$ cat src/rtl/lm75_temp_monitor.sv
// LM75 raw sample -> signed 0.5 degC moving average, hysteretic over-temp alarm, stale-sensor fault.
// Latency 2 cycles from raw_valid to avg_valid; a sample is accepted every cycle, no backpressure.
module lm75_temp_monitor #(
  parameter int AVG_LOG2       = 3,
  parameter int ALARM_HI       = 160,
  parameter int ALARM_HYST     = 10,
  parameter int TIMEOUT_CYCLES = 5000000
) (
  input  logic        clk,
  input  logic        reset,
  input  logic        raw_valid,
  input  logic [15:0] raw_temp,
  output logic [31:0] temperature,
  output logic        avg_valid,
  output logic        alarm,
  output logic        fault
);

  localparam int N        = 1 << AVG_LOG2;
  localparam int SW       = 9 + AVG_LOG2;
  localparam int CW       = AVG_LOG2 + 1;
  localparam int WW       = $clog2(TIMEOUT_CYCLES + 1);
  localparam int ALARM_LO = ALARM_HI - ALARM_HYST;

  localparam logic [CW-1:0]       CNT_LAST = CW'(N - 1);
  localparam logic [WW-1:0]       WD_MAX   = WW'(TIMEOUT_CYCLES);
  localparam logic [AVG_LOG2-1:0] PTR_ONE  = AVG_LOG2'(1);

  typedef enum logic {
    S_FILL = 1'b0,
    S_RUN  = 1'b1
  } state_t;

  state_t state_q, state_d;

  logic signed [8:0]      samp;
  logic signed [SW-1:0]   samp_ext;
  logic signed [SW-1:0]   old_ext;
  logic signed [8:0]      smp_buf_q [N];
  logic [AVG_LOG2-1:0]    wptr_q, wptr_d;
  logic [AVG_LOG2-1:0]    wr_idx;
  logic signed [SW-1:0]   sum_q, sum_d;
  logic [CW-1:0]          cnt_q, cnt_d;
  logic                   upd_q, upd_d;
  logic [WW-1:0]          wd_q, wd_d;
  logic                   fault_q, fault_d;
  logic signed [SW-1:0]   avg_sh;
  logic signed [31:0]     avg_ext;
  logic [31:0]            temp_q, temp_d;
  logic                   avg_vld_q;
  logic                   alarm_q, alarm_d;
  logic                   recover;
  logic                   unused_lsbs;

  // Bits [6:0] of the LM75 register carry no information at 0.5 degC resolution.
  assign samp        = raw_temp[15:7];
  assign unused_lsbs = ^raw_temp[6:0];
  assign samp_ext    = {{AVG_LOG2{samp[8]}}, samp};
  assign old_ext     = {{AVG_LOG2{smp_buf_q[wptr_q][8]}}, smp_buf_q[wptr_q]};
  assign recover     = raw_valid & fault_q;
  assign wr_idx      = recover ? '0 : wptr_q;

  // FSM: state register
  always_ff @(posedge clk) begin
    if (reset) begin
      state_q <= S_FILL;
    end else begin
      state_q <= state_d;
    end
  end

  // FSM: next state
  always_comb begin
    state_d = state_q;
    if (raw_valid) begin
      if (fault_q) begin
        state_d = S_FILL;
      end else if (state_q == S_FILL && cnt_q == CNT_LAST) begin
        state_d = S_RUN;
      end
    end
  end

  // FSM: stage-1 datapath outputs
  always_comb begin
    sum_d  = sum_q;
    cnt_d  = cnt_q;
    wptr_d = wptr_q;
    upd_d  = 1'b0;
    if (raw_valid) begin
      if (fault_q) begin
        // A sample after a stale period restarts the window with itself as sample 1.
        sum_d  = samp_ext;
        cnt_d  = CW'(1);
        wptr_d = PTR_ONE;
      end else begin
        wptr_d = wptr_q + PTR_ONE;
        if (state_q == S_FILL) begin
          sum_d = sum_q + samp_ext;
          cnt_d = cnt_q + CW'(1);
          upd_d = (cnt_q == CNT_LAST);
        end else begin
          sum_d = sum_q + samp_ext - old_ext;
          upd_d = 1'b1;
        end
      end
    end
  end

  always_ff @(posedge clk) begin
    if (!reset && raw_valid) begin
      smp_buf_q[wr_idx] <= samp;
    end
  end

  // Stage 2: floor average and alarm hysteresis.
  assign avg_sh  = sum_q >>> AVG_LOG2;
  assign avg_ext = {{(32 - SW){avg_sh[SW-1]}}, avg_sh};

  always_comb begin
    temp_d  = temp_q;
    alarm_d = alarm_q;
    if (upd_q) begin
      temp_d = avg_ext;
      if (avg_ext >= ALARM_HI) begin
        alarm_d = 1'b1;
      end else if (avg_ext < ALARM_LO) begin
        alarm_d = 1'b0;
      end
    end
  end

  always_comb begin
    wd_d = wd_q;
    if (raw_valid) begin
      wd_d = '0;
    end else if (wd_q != WD_MAX) begin
      wd_d = wd_q + WW'(1);
    end
    fault_d = (wd_d == WD_MAX);
  end

  always_ff @(posedge clk) begin
    if (reset) begin
      sum_q     <= '0;
      cnt_q     <= '0;
      wptr_q    <= '0;
      upd_q     <= 1'b0;
      wd_q      <= '0;
      fault_q   <= 1'b0;
      temp_q    <= '0;
      avg_vld_q <= 1'b0;
      alarm_q   <= 1'b0;
    end else begin
      sum_q     <= sum_d;
      cnt_q     <= cnt_d;
      wptr_q    <= wptr_d;
      upd_q     <= upd_d;
      wd_q      <= wd_d;
      fault_q   <= fault_d;
      temp_q    <= temp_d;
      avg_vld_q <= upd_q;
      alarm_q   <= alarm_d;
    end
  end

  assign temperature = temp_q;
  assign avg_valid   = avg_vld_q;
  assign alarm       = alarm_q;
  assign fault       = fault_q;

endmodule

$ cat config.mk
export PLATFORM = sky130hd
export DESIGN_NAME = lm75_temp_monitor
export DESIGN_NICKNAME = d
export VERILOG_FILES = /design/src/rtl/lm75_temp_monitor.sv
export SDC_FILE = /design/constraint.sdc
export NUM_CORES = 1
export LEC_CHECK = 0
export ABC_AREA = 1
export CELL_PAD_IN_SITES_DETAIL_PLACEMENT = 2
export CELL_PAD_IN_SITES_GLOBAL_PLACEMENT = 2
export CORE_ASPECT_RATIO = 0.5
export CORE_MARGIN = 3
export CORE_UTILIZATION = 36
export CTS_CLUSTER_DIAMETER = 30
export DETAILED_ROUTE_END_ITERATION = 10
export MAX_ROUTING_LAYER = met4
export PLACE_DENSITY = 0.83
export RECOVER_POWER = 25
export SYNTH_ARGS = -nofsm -noshare
export SYNTH_HDL_FRONTEND = slang
export SYNTH_SLANG_ARGS = --single-unit
$ cat constraint.sdc
create_clock -name clk -period 4.1 [get_ports clk]
set_input_delay 1.025 -clock clk [delete_from_list [all_inputs] [get_ports clk]]
set_output_delay 1.025 -clock clk [all_outputs]
set_load 0.01 [all_outputs]
==> results.txt, run 1 <==
Run status = finished clean
Routability cong. = 0.813
Final HPWL from detailed placement = 17.3 mm
Initial Utilization = 37.2%
Initial antenna violation count = 0
# diodes = 0
Top cells by area, synth = edfxtp_1, dfxtp_1, nand2_1
Period utilization = 94.2%
WP buf/inv = 3
Leak = 0.00333 uW
CP endpoint kind = register
Ys async rst share = 0%
Clock Power Share = 40.2%
Clock-pin slew on the worst setup and hold paths = 0.06 ns
DR vias = 6273
Worst path top cell family by delay = simple AND/OR/NAND/NOR gates
Peak VDD IR = 0.294 mV
Psw = 1190 uW
Finish-stage setup viols = 0
Fin util = 44.9%
Slew @ Worst Pin = 1.18 ns
Share of the synthesized area in the top cell type = 31.1%
Slowest CP cell = clkdlybuf4s50_1
Global route overflow = 0
Final non-filler cell total = 1182
Rel. slew slack = 21.0%
Core area = 18700 um^2
Crit path kind = in2reg
PwrDens = 454 nW/um^2
Ys flop type = edfxtp_1
Die Y = 104 um
Worst EP arrival = 4.16 ns
Clk sinks = 131
Syn Area/Cell = 8.30 um^2
Dpl cells = 1150
Post-synth cell types = 46
Count of antenna-violating nets left after detailed routing = 0
Minimum clock period = 3.86 ns
Final net count = 955
CP Launch Type = input pin
Max Cap Viol = 0
Largest net degree at the start of global routing = 37
EDFF count, synth = 72
Worst path cell trace = clkdlybuf4s50_1 -> buf_6 -> ha_1 -> nand3_1 -> nand3_1 -> xnor2_2 -> inv_1 -> ha_1 -> a21oi_1 -> nand2_1 -> nand2_1 -> nand2_1 -> nand3_1 -> nand2_1 -> nand4_1 -> nand2_1 -> nand2_1 -> nand3_1 -> nand2_1 -> a21oi_1
Fmax = 259 MHz
CTS tree = yes
Hold Vio Cnt, Final = 0
Skew-Pair Late Insertion Delay = 0.43 ns
Total CTS buffers = 17
Clock Skew = 0.0147 ns
Die area = 21100 um^2
Hold Crit Class = reg2reg
Cell Area, Synth = 6960 um^2
Port bufs = 46
Max Slew Vio Count = 0
Ports = 54
Clock Tree Buf Depth = 2
H-tree Lvls = 4
Post-DR vias/cell = 5.31
CP max stage delay = 0.48 ns
Die width = 203 um
Gate Count Post-Synth = 839
DR pass1 iterations = 5
Net Sw Frac = 31.3%
Required @ worst endpoint = 4.40 ns
Synth-to-Final Area Change = 20.6%
Final WL = 25.0 mm
Routed WL per cell = 21.1 um
# DRC = 0
Maximum fanout along the worst path = 10
YS warnings = 0
Vias in the first global route = 6895
First-pass GRT wire length = 39.5 mm
Initial drt markers = 384
Fin Hold WS = 0.499 ns
Pint = 2620 uW
Seq pwr share = 37.8%
Root Buffer = clkbuf_16
Post-CTS repair timing setup buffer count = 0
Share of layout cells above drive strength 1 = 10.9%
Site Rows = 35
CP most frequent cell = nand2_1
Synth area leader = edfxtp_1
Setup TNS = 0 ns
Comb pwr share = 22.0%
Syn Nets = 884
Sequential element share of the synthesized area = 48.0%
GRT Util Overall = 24.9%
#FFs+latches synth = 131
Unrepaired setup endpoints after global routing = no
[tightest hold or removal path, delay by kind of cell (launching register included)]
family | cells | cell delay (ns)
flip-flops | 1 | 0.33
AND/OR/NAND/NOR | 1 | 0.07
AO/OA/AOI/OAI | 1 | 0.06
[metrics by stage]
stage                     total power, uW  worst slack [ns]  instance area [um^2]
after global placement               2220            -0.295                  7850
after detailed placement             2270            -0.416                  7850
after global routing                 3990            0.0228                  8400
after CTS                            3840            0.0157                  8420
after floorplan                      1960             0.556                  6960
final                                3820             0.238                  8400
[synth_stat cells (3+ instances only)]
cell type / n
o211ai_1: 7
o22ai_1: 7
buf_4: 23
nand4_1: 17
o21ai_0: 64
nand2_2: 6
a21oi_1: 32
edfxtp_1: 72
nor2_1: 124
nand3_1: 58
xnor2_1: 8
nor3_1: 7
nand2_1: 146
o21ai_1: 4
dfxtp_1: 59
nor2_2: 4
buf_2: 3
nor3_2: 5
ha_1: 24
inv_1: 99
a31oi_1: 8
clkbuf_1: 12
buf_6: 3
xor2_1: 11
o221ai_1: 5
buf_1: 3
[flip-flops by register name, indices dropped and copies added, names as in the netlist, named ones only]
signal / flops
avg_valid: 1
temperature: 9
wptr_q: 3
upd_q: 1
state_q: 1
cnt_q: 4
smp_buf_q: 72
wd_q: 23
sum_q: 12
fault: 1
alarm: 1
[power by group through the flow]
stage          Combinational (uW)  Sequential [uW]  Clock, uW
5_1_grt                       931             1440       1620
4_1_cts                       834             1440       1560
3_3_place_gp                  755             1470          0
2_1_floorplan                 501             1460          0
6_report                      840             1440       1540
3_5_place_dp                  806             1470          0
[cell families after synthesis]
group,after synthesis,synth area share (%)
mux,1,0.144
buf+inv,147,9.61
compound gates,140,11.5
simple gates,375,23.4
xor+xnor,19,2.39
flops,131,48.0
fa+ha+maj,26,4.89
[per-layer routing]
metal,vias up,GRT usage [%],wire [um]
li1,2940,-,-
met1,3181,30.8,11300
met2,116,42.2,12200
met3,36,4.88,965
met4,0,6.27,431
met5,-,-,0
[final timing paths]
kind                             endpoint        start  slack [ns]  cells after the start
worst max register to register  sum_q[10]     register        0.57                     20
worst max-delay path            sum_q[10]  raw_temp[8]        0.24                     20
worst min-delay path                alarm        alarm        0.50                      2
worst min register to register      alarm        alarm        0.50                      2
[cell usage in the layout (no fill, tap or decap), drive strengths merged, types with 3 or more instances in the layout]
cell type,synthesis,final
nand2,152,152
nor2,129,129
inv,101,106
edfxtp,72,72
o21ai,70,70
nand3,60,60
dfxtp,59,59
buf,32,43
clkdlybuf4s50,0,40
a21oi,34,34
clkbuf,12,28
ha,24,24
nand4,17,17
nor3,12,12
xor2,11,11
a31oi,8,8
xnor2,8,8
o22ai,7,7
o211ai,7,7
clkinv,2,6
o221ai,5,5
dlygate4sd3,0,4
clkinvlp,0,3
[timing repair]
action                                  in CTS  in global routing
gates resized for setup                      0                  8
hold buffers                                 0                  0
endpoints found under the setup margin       0                  2
[final cells by class]
class                   count  area (um^2)
clock buffers              19          454
clock inverters            13          124
fillers                  2084        10300
inverters                 103          392
multi-input cells         561         2960
flip-flops and latches    131         3340
well taps                 259          324
repair buffers             96          801
No activity file was read; power rests on OpenSTA's default activity.
==> run 2: changes to the inputs <==
--- a/config.mk
+++ b/config.mk
@@ -13,6 +13,7 @@
 export CORE_UTILIZATION = 36
 export CTS_CLUSTER_DIAMETER = 30
 export DETAILED_ROUTE_END_ITERATION = 10
+export HOLD_SLACK_MARGIN = 0.03
 export MAX_ROUTING_LAYER = met4
 export PLACE_DENSITY = 0.83
 export RECOVER_POWER = 25
==> results of run 2 <==
No change in the layout: final DEF, timing and power equal those of run 1.
==> run 3: changes to the inputs <==
--- a/config.mk
+++ b/config.mk
@@ -16,7 +16,7 @@
 export HOLD_SLACK_MARGIN = 0.03
 export MAX_ROUTING_LAYER = met4
 export PLACE_DENSITY = 0.83
-export RECOVER_POWER = 25
+export RECOVER_POWER = 100
 export SYNTH_ARGS = -nofsm -noshare
 export SYNTH_HDL_FRONTEND = slang
 export SYNTH_SLANG_ARGS = --single-unit
==> constraint.sdc (replaced) <==
create_clock -name clk -period 4 [get_ports clk]
set_input_delay 1 -clock clk [delete_from_list [all_inputs] [get_ports clk]]
set_output_delay 1 -clock clk [all_outputs]
set_load 0.01 [all_outputs]
==> run 3 against run 2 <==
  * Clock power up 7%
  * Combinational power grew 2.6%
  * First-iteration DRC count decreased by 16%
  * Critical endpoint is now sum_q[8]
  * Largest power group unchanged
  * Highest routed layer unchanged
==> results.txt, run 3 (same netlist as run 1, synthesis figures left out) <==
Net Sw Frac = 30.5% (was 31.3%)
Synth-to-Final Area Change = 20.5% (was 20.6%)
Required @ worst endpoint = 4.31 ns (was 4.40 ns)
Max Cap Viol = 0 (unchanged)
DR pass1 iterations = 4 (was 5)
Leak = 0.00344 uW (was 0.00333 uW)
CP Launch Type = input pin (unchanged)
CP max stage delay = 0.54 ns (was 0.48 ns)
Peak VDD IR = 0.322 mV (was 0.294 mV)
Clock-pin slew on the worst setup and hold paths = 0.06 ns (about the same)
Crit path kind = in2reg (unchanged)
Initial drt markers = 322 (was 384)
Clock Power Share = 41.3% (was 40.2%)
Slowest CP cell = clkdlybuf4s50_1 (unchanged)
Die width = 203 um (unchanged)
Root Buffer = clkbuf_16 (unchanged)
Post-CTS repair timing setup buffer count = 0 (unchanged)
CP most frequent cell = nand3_1 (was nand2_1)
Die Y = 104 um (unchanged)
H-tree Lvls = 4 (unchanged)
Worst EP arrival = 4.07 ns (was 4.16 ns)
Seq. cell area = 3340 um^2 (unchanged)
Hold Crit Class = reg2reg (unchanged)
Final non-filler cell total = 1184 (was 1182)
Die area = 21100 um^2 (unchanged)
Clock Skew = 0.0111 ns (was 0.0147 ns)
Count of antenna-violating nets left after detailed routing = 0 (unchanged)
Slew @ Worst Pin = 1.10 ns (was 1.18 ns)
PnR Total Power = 3990 uW (was 3820 uW)
Period utilization = 94.0%
Top reg by flops = smp_buf_q (unchanged)
First-pass GRT wire length = 40.3 mm (was 39.5 mm)
Ports = 54 (unchanged)
Seq pwr share = 37.1% (was 37.8%)
Initial Utilization = 37.2% (unchanged)
Vias in the first global route = 6917 (was 6895)
Run status = finished clean (unchanged)
Final HPWL from detailed placement = 17.7 mm (was 17.3 mm)
Max Slew Vio Count = 0 (unchanged)
GRT Util Overall = 25.5% (was 24.9%)
Initial antenna violation count = 0 (unchanged)
Most frequent cells in the layout = nand2_1, nor2_1, inv_1 (unchanged)
Commonest non-fill, non-tap cell in the layout = nand2_1 (unchanged)
Comb pwr share = 21.6% (was 22.0%)
PwrDens = 475 nW/um^2 (was 454 nW/um^2)
Port bufs = 46 (unchanged)
Skew-Pair Late Insertion Delay = 0.43 ns (about the same)
CP endpoint kind = register (unchanged)
Fmax = 266 MHz
Hold Vio Cnt, Final = 0 (unchanged)
Rel. slew slack = 26.4% (was 21.0%)
Clk sinks = 131 (unchanged)
Pint = 2770 uW (was 2620 uW)
Largest net degree at the start of global routing = 37 (unchanged)
Minimum clock period = 3.76 ns
Total CTS buffers = 17 (unchanged)
Dpl cells = 1152 (was 1150)
Site Rows = 35 (unchanged)
Final WL = 25.5 mm (was 25.0 mm)
Share of layout cells above drive strength 1 = 10.2% (was 10.9%)
Maximum fanout along the worst path = 10 (unchanged)
Max reg flops = 72 (unchanged)
Clock Tree Buf Depth = 2 (unchanged)
Routed WL per cell = 21.6 um (was 21.1 um)
DR vias = 6341 (was 6273)
Psw = 1220 uW (was 1190 uW)
CTS tree = yes (unchanged)
Post-DR vias/cell = 5.36 (was 5.31)
Finish-stage setup viols = 0 (unchanged)
Global route overflow = 0 (unchanged)
Core area = 18700 um^2 (unchanged)
Multi-input gate area = 2970 um^2 (was 2960 um^2)
Largest regs = smp_buf_q: 72 flops, wd_q: 23 flops, sum_q: 12 flops (unchanged)
Worst path cell trace = clkdlybuf4s50_1 -> buf_6 -> ha_1 -> nand3_1 -> nand3_1 -> xnor2_1 -> inv_1 -> ha_1 -> nand3_1 -> nand2_1 -> nand2_1 -> nand2_1 -> nand3_1 -> nand2_1 -> nand3_1 -> nand3_1 -> nand2_1 -> o21ai_1 -> a21oi_1 (was clkdlybuf4s50_1 -> buf_6 -> ha_1 -> nand3_1 -> nand3_1 -> xnor2_2 -> inv_1 -> ha_1 -> a21oi_1 -> nand2_1 -> nand2_1 -> nand2_1 -> nand3_1 -> nand2_1 -> nand4_1 -> nand2_1 -> nand2_1 -> nand3_1 -> nand2_1 -> a21oi_1)
Fill count = 2112 (was 2084)
Final net count = 957 (was 955)
Routability cong. = 0.818 (was 0.813)
# DRC = 0 (unchanged)
# diodes = 0 (unchanged)
[run 3: worst max-delay path, delay by kind of cell]
family                     cells  cell delay, ns
adders and majority gates      2            0.63
and+or+nand+nor               11            1.07
xor gates and xnor gates       1            0.21
buffers and inverters          3            0.81
AOI/OAI and AO/OA              2            0.33
[run 3: path summary, 6_finish.rpt]
path	startpoint	endpoint	slack, ns	cells past startpoint
setup / recovery	raw_temp[8]	sum_q[8]	0.24	19
hold / removal	cnt_q[1]	cnt_q[1]	0.50	2
setup reg to reg	register	sum_q[10]	0.39	20
hold reg to reg	cnt_q[1]	cnt_q[1]	0.50	2
[run 3: power by group through the flow]
stage	sequential [uW]	clock [uW]	combinational (uW)
global placement	1500	0	772
floorplan	1490	0	513
detailed placement	1510	0	835
global route	1480	1720	961
finish	1480	1650	862
CTS	1480	1670	867
[run 3: per-layer routing]
metal | global-route usage [%] | vias up | wire (um) | part of all wire (%)
met4 | 6.52 | 0 | 398 | 1.6
met1 | 32.1 | 3267 | 11900 | 47
met2 | 43.0 | 102 | 12500 | 49
li1 | - | 2937 | - | -
met3 | 4.28 | 35 | 666 | 2.6
met5 | - | - | 0 | 0
[run 3: final cells by class]
cell class / instances / area share [%]
flip-flops and latches: 131 / 39.8
multi-input cells: 561 / 35.3
repair buffers: 98 / 9.07
clock buffers: 18 / 5.11
inverters: 103 / 4.67
well taps: 259 / 3.86
clock inverters: 14 / 2.10
[run 3: per-stage QoR]
step / setup slack [ns] / utilization (%) / setup TNS, ns / hold WS (ns) / cell area [um^2]
floorplan: 0.481 / - / 0 / 0.453 / 6960
global placement: -0.403 / 42.0 / -0.813 / 0.476 / 7860
detailed placement: -0.571 / 42.0 / -1.79 / 0.495 / 7860
CTS: 0.000894 / 45.3 / 0 / 0.503 / 8470
global route: -0.0102 / 44.9 / -0.0126 / 0.527 / 8390
finish: 0.241 / 44.9 / 0 / 0.505 / 8390
[run 3: timing repair]
action | 4_1_cts | 5_1_grt
gates cloned | 0 | 0
gates resized for setup | 2 | 9
endpoints found under the setup margin | 1 | 5
endpoints found under the hold margin | 0 | 0
hold buffers | 0 | 0
